<file path="config.mk">
export PLATFORM = sky130hd
export DESIGN_NAME = fp16_operand_feeder
export DESIGN_NICKNAME = d
export VERILOG_FILES = /design/src/rtl/fp16_pkg.sv /design/src/rtl/fp16_pair_skid.sv /design/src/rtl/fp16_operand_feeder.sv
export SDC_FILE = /design/constraint.sdc
export NUM_CORES = 1
export LEC_CHECK = 0
export CAP_MARGIN = 10
export CORE_ASPECT_RATIO = 0.6
export CORE_UTILIZATION = 25
export CTS_BUF_LIST = sky130_fd_sc_hd__clkbuf_8
export CTS_CLUSTER_DIAMETER = 30
export CTS_CLUSTER_SIZE = 28
export DETAILED_ROUTE_END_ITERATION = 16
export PLACE_DENSITY_LB_ADDON = 0.1
export SYNTH_ARGS = -nofsm -noshare
export SYNTH_HDL_FRONTEND = slang
export SYNTH_SLANG_ARGS = --single-unit
</file>
<file path="constraint.sdc">
create_clock -name clk -period 6.7 [get_ports clk]
set_clock_uncertainty 0.1 [all_clocks]
set_input_delay 1.005 -clock clk [delete_from_list [all_inputs] [get_ports clk]]
set_output_delay 1.005 -clock clk [all_outputs]
set_load 0.02 [all_outputs]
</file>
<file path="src/rtl/fp16_pkg.sv">
// Shared types and constants for the FP16 operand feeder.
// Pair layout, default widths and FSM encodings.
package fp16_pkg;

    localparam int FP16_W = 16;
    localparam int LEN_W  = 11;

    localparam int PAIR_LAST_BIT  = 0;
    localparam int PAIR_FIRST_BIT = 1;
    localparam int PAIR_B_LSB     = 2;
    localparam int PAIR_A_LSB     = PAIR_B_LSB + FP16_W;
    localparam int PAIR_W         = PAIR_A_LSB + FP16_W;

    typedef enum logic [1:0] {
        ST_IDLE  = 2'd0,
        ST_RUN   = 2'd1,
        ST_DRAIN = 2'd2
    } state_e;

endpackage

</file>
<file path="src/rtl/fp16_pair_skid.sv">
// Two-entry buffer of operand pairs between the FIFO read port and the MAC.
// Simultaneous push and pop leave the count unchanged.
module fp16_pair_skid
    import fp16_pkg::*;
#(
    parameter int W = PAIR_W
) (
    input  logic         clk,
    input  logic         rst,
    input  logic         push_i,
    input  logic         pop_i,
    input  logic [W-1:0] din_i,
    output logic [W-1:0] dout_o,
    output logic [1:0]   cnt_o
);

    logic [W-1:0] mem_q [2];
    logic         wr_q;
    logic         rd_q;
    logic [1:0]   cnt_q;
    logic         do_push;
    logic         do_pop;

    assign do_pop  = pop_i && (cnt_q != 2'd0);
    assign do_push = push_i && ((cnt_q != 2'd2) || do_pop);

    always_ff @(posedge clk) begin
        if (rst) begin
            mem_q[0] <= '0;
            mem_q[1] <= '0;
            wr_q     <= 1'b0;
            rd_q     <= 1'b0;
            cnt_q    <= 2'd0;
        end else begin
            if (do_push) begin
                mem_q[wr_q] <= din_i;
                wr_q        <= ~wr_q;
            end
            if (do_pop) begin
                rd_q <= ~rd_q;
            end
            cnt_q <= cnt_q + {1'b0, do_push} - {1'b0, do_pop};
        end
    end

    assign dout_o = mem_q[rd_q];
    assign cnt_o  = cnt_q;

endmodule

</file>
<file path="src/rtl/fp16_operand_feeder.sv">
// Pops FIFO A and B in lockstep and feeds tagged operand pairs to the MAC.
// Tracks issued/delivered counts for one programmed vector at a time.
module fp16_operand_feeder
    import fp16_pkg::*;
#(
    parameter int DATA_WIDTH = FP16_W,
    parameter int LEN_WIDTH  = LEN_W
) (
    input  logic                  clk,
    input  logic                  rst,
    input  logic                  start,
    input  logic [LEN_WIDTH-1:0]  cfg_len,
    output logic                  busy,
    output logic                  done,
    input  logic                  a_empty,
    output logic                  a_r_en,
    input  logic [DATA_WIDTH-1:0] a_data,
    input  logic                  b_empty,
    output logic                  b_r_en,
    input  logic [DATA_WIDTH-1:0] b_data,
    output logic                  op_valid,
    input  logic                  op_ready,
    output logic [DATA_WIDTH-1:0] op_a,
    output logic [DATA_WIDTH-1:0] op_b,
    output logic                  op_first,
    output logic                  op_last
);

    localparam int A_LSB = PAIR_B_LSB + DATA_WIDTH;
    localparam int PW    = A_LSB + DATA_WIDTH;
    localparam logic [LEN_WIDTH-1:0] ONE = LEN_WIDTH'(1);

    state_e               state_q, state_d;
    logic [LEN_WIDTH-1:0] len_q, len_d;
    logic [LEN_WIDTH-1:0] issued_q, issued_d;
    logic [LEN_WIDTH-1:0] delivered_q, delivered_d;
    logic [LEN_WIDTH-1:0] tag_q;
    logic                 inflight_q;
    logic                 done_q, done_d;
    logic [1:0]           skid_cnt;
    logic [PW-1:0]        skid_din;
    logic [PW-1:0]        skid_dout;
    logic [2:0]           occ;
    logic                 pop;
    logic                 deq;

    assign op_valid = (skid_cnt != 2'd0);
    assign deq      = op_valid && op_ready;

    // Slots already committed: buffered pairs plus the read still in flight.
    assign occ = {1'b0, skid_cnt} + {2'b0, inflight_q} - {2'b0, deq};
    assign pop = (state_q == ST_RUN) && !a_empty && !b_empty
              && (issued_q < len_q) && (occ < 3'd2);

    assign a_r_en = pop;
    assign b_r_en = pop;
    assign busy   = (state_q != ST_IDLE);
    assign done   = done_q;

    assign skid_din = {a_data, b_data,
                       (tag_q == '0), (tag_q == len_q - ONE)};

    fp16_pair_skid #(
        .W(PW)
    ) u_skid (
        .clk   (clk),
        .rst   (rst),
        .push_i(inflight_q),
        .pop_i (deq),
        .din_i (skid_din),
        .dout_o(skid_dout),
        .cnt_o (skid_cnt)
    );

    assign op_a     = skid_dout[A_LSB +: DATA_WIDTH];
    assign op_b     = skid_dout[PAIR_B_LSB +: DATA_WIDTH];
    assign op_first = skid_dout[PAIR_FIRST_BIT];
    assign op_last  = skid_dout[PAIR_LAST_BIT];

    always_comb begin
        state_d     = state_q;
        len_d       = len_q;
        issued_d    = issued_q;
        delivered_d = delivered_q;
        done_d      = 1'b0;
        if (pop) begin
            issued_d = issued_q + ONE;
        end
        if (deq) begin
            delivered_d = delivered_q + ONE;
        end
        unique case (state_q)
            ST_IDLE: begin
                if (start) begin
                    if (cfg_len == '0) begin
                        done_d = 1'b1;
                    end else begin
                        state_d     = ST_RUN;
                        len_d       = cfg_len;
                        issued_d    = '0;
                        delivered_d = '0;
                    end
                end
            end
            ST_RUN: begin
                if (pop && (issued_q + ONE == len_q)) begin
                    state_d = ST_DRAIN;
                end
            end
            ST_DRAIN: begin
                if (deq && (delivered_q + ONE == len_q)) begin
                    state_d = ST_IDLE;
                    done_d  = 1'b1;
                end
            end
            default: state_d = ST_IDLE;
        endcase
    end

    always_ff @(posedge clk) begin
        if (rst) begin
            state_q     <= ST_IDLE;
            len_q       <= '0;
            issued_q    <= '0;
            delivered_q <= '0;
            tag_q       <= '0;
            inflight_q  <= 1'b0;
            done_q      <= 1'b0;
        end else begin
            state_q     <= state_d;
            len_q       <= len_d;
            issued_q    <= issued_d;
            delivered_q <= delivered_d;
            inflight_q  <= pop;
            done_q      <= done_d;
            if (pop) begin
                tag_q <= issued_q;
            end
        end
    end

endmodule
</file>
After elaboration in Yosys (flattened, before gate mapping)
Memories as Yosys holds them, arrays and structs flattened. A register that Yosys moved wholly into a read port is not among the register bits. Index checks and enable logic that the tools add are counted.

Bits of input ports: 49. Output and inout bits: 39. Memory bits (writable): 68. ROM bits: 0. Memories kept: 1. Bits in latches: 0. Logic and storage cells: 80. Bits in registers: 52.

Memory list: u_skid.mem_q (words 2, width 34, rd ports 1, clocked after Yosys merged registers in 1, write ports 2, RTL line fp16_pair_skid.sv:17) `logic [W-1:0] mem_q [2];`.

Muxes and demuxes: 27. Divide/modulo/power cells: 0. $mul: 0. Reductions and logical operators: 20. Bitwise logic cells: 3. Magnitude comparators: 2. Add/subtract/negate cells: 7. Shift operators: 0. Eq/ne operators: 10.

Operators by type and width (count): $mux W11 (8); $mux W34 (1); $reduce_or A34 Y1 (1); $eq A11 B11 Y1 (3); $add A11 B1 Y11 const B (2); $logic_not A11 Y1 (2); $mux W1 (12); $lt A11 B11 Y1 (1); $sub A11 B1 Y11 const B (1); $logic_and A1 B1 Y1 (9); $mux W2 (4); $ne A2 B2 Y1 const B (4); $pmux W2 S3 (1); $reduce_and A4 Y1 (1); $reduce_bool A2 Y1 (2); $add A2 B1 Y3 (1); $lt A3 B2 Y1 const B (1); $not A1 Y1 (3); $reduce_and A3 Y1 (1); $sub A3 B1 Y3 (1); $add A2 B1 Y2 (1); $eq A2 B1 Y1 const B (1); $eq A2 B2 Y1 const B (1); $logic_not A1 Y1 (2); 5 further kinds (5).

Depth between registers and ports, before layout
Depth after elaboration: 10. Mapped depth: 12. Gate-level depth less buffers: 11.

Cells and area by module
Synthesis repeated with hierarchy kept, for this count alone.

Cell total of the unflattened synthesis: 626. Area total of the unflattened synthesis: 6597.6 sq um.

By module, submodules not included: fp16_operand_feeder (seq. area each 960.9 sq um, instances 1, area an instance 3330.7 sq um, cells an instance 420); fp16_pair_skid (seq. area each 2142.1 sq um, instances 1, area an instance 3266.9 sq um, cells an instance 206).

Worst setup path after synthesis
OpenSTA, ideal clock, no wires.

Path kind: input to output. Start: input port op_ready. End: output port b_r_en. Stages on the path: 11. Buffers on the path: 1. Data arrival time: 3.605 ns. Path slack: 1.990 ns. Required time: 5.595 ns. Path through: o21ai_1 > inv_2 > ha_1 > inv_1 > nand2_1 > fa_1 > or4b_4 > nor4_4 > nand2_4 > inv_1 > buf_4.

Cells in the longest elaborated chain, start to end: 4.

Ends and longest elaborated chain: start: declaration (RTL line fp16_operand_feeder.sv:22) `input logic op_ready,`; $logic_and A1 B1 Y1 (RTL line fp16_operand_feeder.sv:48) `assign deq = op_valid && op_ready;`; $sub A3 B1 Y3 (RTL line fp16_operand_feeder.sv:51) `assign occ = {1'b0, skid_cnt} + {2'b0, inflight_q} - {2'b0, deq};`; $lt A3 B2 Y1 (RTL line fp16_operand_feeder.sv:53) `&& (issued_q < len_q) && (occ < 3'd2);`; $logic_and A1 B1 Y1 (RTL line fp16_operand_feeder.sv:53); end: declaration (RTL line fp16_operand_feeder.sv:19) `output logic b_r_en,`.

Every way passes these cells.

Final worst setup path
Start: input port op_ready. End: output port a_r_en.

Cells in the longest elaborated chain, start to end: 4.

Ends and longest elaborated chain: $logic_and A1 B1 Y1 (RTL line fp16_operand_feeder.sv:48); $sub A3 B1 Y3 (RTL line fp16_operand_feeder.sv:51); $lt A3 B2 Y1 (RTL line fp16_operand_feeder.sv:53); $logic_and A1 B1 Y1 (RTL line fp16_operand_feeder.sv:53); end: declaration (RTL line fp16_operand_feeder.sv:16) `output logic a_r_en,`.

Every way passes these cells.

==> key figures <==
Outcome
  • Status: complete, no violations

Clocking
  • CTS tree: done
  • Setup Buffers After CTS: 0
  • Clock sink count: 121
  • H-tree Lvls: 4
  • Clock buffer depth: 2
  • Total CTS buffers: 17
  • Post-CTS sizing: 0
  • Worst-path clk slew: 0.06 ns
  • Root Driver: clkbuf_8
  • Clock Latency Late Sink: 0.46 ns
  • Post-cts hold buffer count: 0

Worst setup path
  • Reg-to-reg setup timing slack: 2.78 ns
  • Reg2reg end: state_q[0]$_SDFFE_PP0P_
  • Critical Path End Type: output port
  • Setup CP Type: in2out
  • Startpoint types: input port
  • WP data arrival: 4.52 ns
  • R2r startpoint: u_skid.cnt_o[1]$_SDFF_PP0_
  • Critical path fanouts, max: 8
  • Reg2Reg Depth: 12
  • WP data required: 5.59 ns

Detailed routing
  • Post-route ant nets: 0
  • DR WL/cell: 16.9 um
  • Drt via density: 4.59
  • Drc violations: 0
  • 1st-pass router iterations: 5
  • 1st-iter DRT viols: 284
  • Via count: 4,955
  • Final WL: 18,300 um

Timing
  • Min Tclk post-route: 5.62 ns
  • RSZ-0062 raised after global routing: no
  • Final setup viols: 0
  • Max Fclk: 178 MHz
  • Final-report hold violation count: 0
  • Slew Limit Fails: 0
  • Slew margin rel.: 35.3%
  • Worst-Margin Slew: 0.971 ns
  • Final period util: 83.9%
  • Setup TNS Final: 0 ns

Floorplanning
  • Initial core utilization: 25.5%
  • Row count: 45
  • Die outline width: 210 um
  • I/O pins: 88
  • Die ar.: 0.0266 mm^2
  • Die height: 127 um
  • Core Region: 0.0254 mm^2

GRT
  • Initial antenna violation count: 0
  • Grt ovf: 0
  • Largest net degree at the start of global routing: 39
  • Gr usage total: 14.5%
  • First-pass GRT wire length: 28,900 um
  • Vias in the first global route: 4,946

Placed design
  • Dpl hpwl: 12,600 um
  • I/O Buffers: 87
  • Global placement routability congestion: 0.850

Synthesis
  • Synth Instances: 644
  • Post-Syn Area: 0.00648 mm^2
  • Syn_nets: 710
  • Main synth FF type: edfxtp_1
  • Sequential area share after synthesis: 47.9%
  • Asr flop ratio synth: 0%
  • Syn_area_per_cell: 10.1 um^2
  • Ys Warns: 0
  • Synth cell types: 60
  • Number of synthesized flops with an enable pin: 68
  • Yosys reg bits: 121

Cells and area
  • Antenna Cells: 0
  • Commonest non-fill, non-tap cell in the layout: clkdlybuf4s50_1
  • Area Growth Syn to Fin: 24.7%
  • Layout cells sized above 1: 11.8%
  • Most frequent cells in the layout: 87 x clkdlybuf4s50_1, 68 x edfxtp_1, 58 x nor2_1
  • Nets@finish: 781

Min path
  • Hold Path Depth: 2
  • Hold Crit Class: reg2reg
  • Hold path startpoint: delivered_q[1]$_SDFF_PP0_
  • Hold Path Sink: delivered_q[1]$_SDFF_PP0_

Power and ir drop
  • Leakage: 3.04 nW
  • Overall Power: 2.11 mW
  • Peak supply drop: 0.123 mV
  • Pwr/cell area: 261 mW/mm^2

Run
  • Max Cap Violations: 0
power by group:
group          internal, mW  switching (mW)
combinational         0.283           0.281
clock                 0.340           0.305
sequential            0.826          0.0761
sequential cells by signal, indices dropped and copies added, names as in the netlist, named ones only:
| register | cells |
|---|---|
| u_skid.mem_q | 68 |
| delivered_q | 11 |
| issued_q | 11 |
| len_q | 11 |
| tag_q | 11 |
| state_q | 2 |
| u_skid.cnt_o | 2 |
| done | 1 |
| inflight_q | 1 |
| u_skid.rd_q | 1 |
| u_skid.wr_q | 1 |
synth_stat cells (all sizes together), types with 2 or more instances:
master,number,area [um^2]
nand4b,2,17.5
a21o,2,15.0
a31oi,2,12.5
a21oi,27,135
a211oi,4,30.0
or2,2,12.5
and4,4,35.0
o21a,2,15.0
and3,37,231
buf,7,37.5
nor4b,3,26.3
mux2i,11,110
o21ai,9,45.0
nor3,10,50.1
nand4,14,87.6
edfxtp,68,2040
xnor2,28,245
xor2,31,272
clkbuf,37,139
o311ai,3,26.3
nor4,8,92.6
o2111ai,2,17.5
ha,16,200
o41ai,2,17.5
dfxtp,53,1060
mux2,34,383
nand2,51,199
or4,2,18.8
inv,26,97.6
a22oi,2,15.0
nor2,59,221
and2,41,257
nor2b,7,43.8
nand3,16,80.1
nor3b,2,15.0
a2111o,2,22.5
o31ai,4,30.0
stage by stage:
stage	hold WS, ns	util [%]	instances	setup WS [ns]	instance area, um^2
after floorplan	0.335	-	644	1.99	6480
after global placement	0.376	30.4	1048	1.11	7710
after detailed placement	0.380	30.4	1048	1.06	7710
after CTS	0.388	31.8	1080	1.05	8080
after global routing	0.432	31.8	1080	0.875	8080
final	0.383	31.8	1080	1.08	8080
critical path, cell delays in order:
cell and delay (ns):
clkdlybuf4s50_1 0.48, o21ai_1 0.07, buf_4 0.17, inv_2 0.12
ha_1 0.24, inv_1 0.08, nand2_1 0.07, fa_1 0.48
or4b_4 0.48, nor4_4 0.50, nand2_4 0.11, inv_1 0.09
clkdlybuf4s50_1 0.60
how the worst max path moves through the flow:
stage,startpoint,to,slack (ns),depth (start not counted)
2_1_floorplan,op_ready,b_r_en,1.99,11
3_3_place_gp,op_ready,a_r_en,1.11,13
3_5_place_dp,op_ready,a_r_en,1.06,13
4_1_cts,op_ready,a_r_en,1.05,13
5_1_grt,op_ready,a_r_en,0.88,13
6_report,op_ready,a_r_en,1.08,13
cells by family after synthesis:
group,count (synthesis),synth area share [%]
simple gates,262,21.9
flops,121,47.9
buf+inv,71,4.28
compound gates,69,6.95
xor+xnor,59,7.97
mux,45,7.60
fa+ha+maj,17,3.40
metal layers:
metal / track usage, % / vias to the layer above / share of wire (%) / wire (um)
li1: - / 2407 / - / -
met1: 21.4 / 2421 / 53 / 9680
met2: 20.5 / 107 / 41 / 7580
met3: 3.29 / 20 / 4.1 / 752
met4: 4.98 / 0 / 1.5 / 275
met5: 0 / - / 0 / 0
area by class of cell:
type                       count  area (um^2)
clock buffer                  19          262
clock inverter                13          114
fill                        2641        17300
inverter                      27          101
multi-input combinational    452         3120
sequential                   121         3100
tap                          352          440
timing repair buffer          96          938
Power figures use the tool's default switching activity.
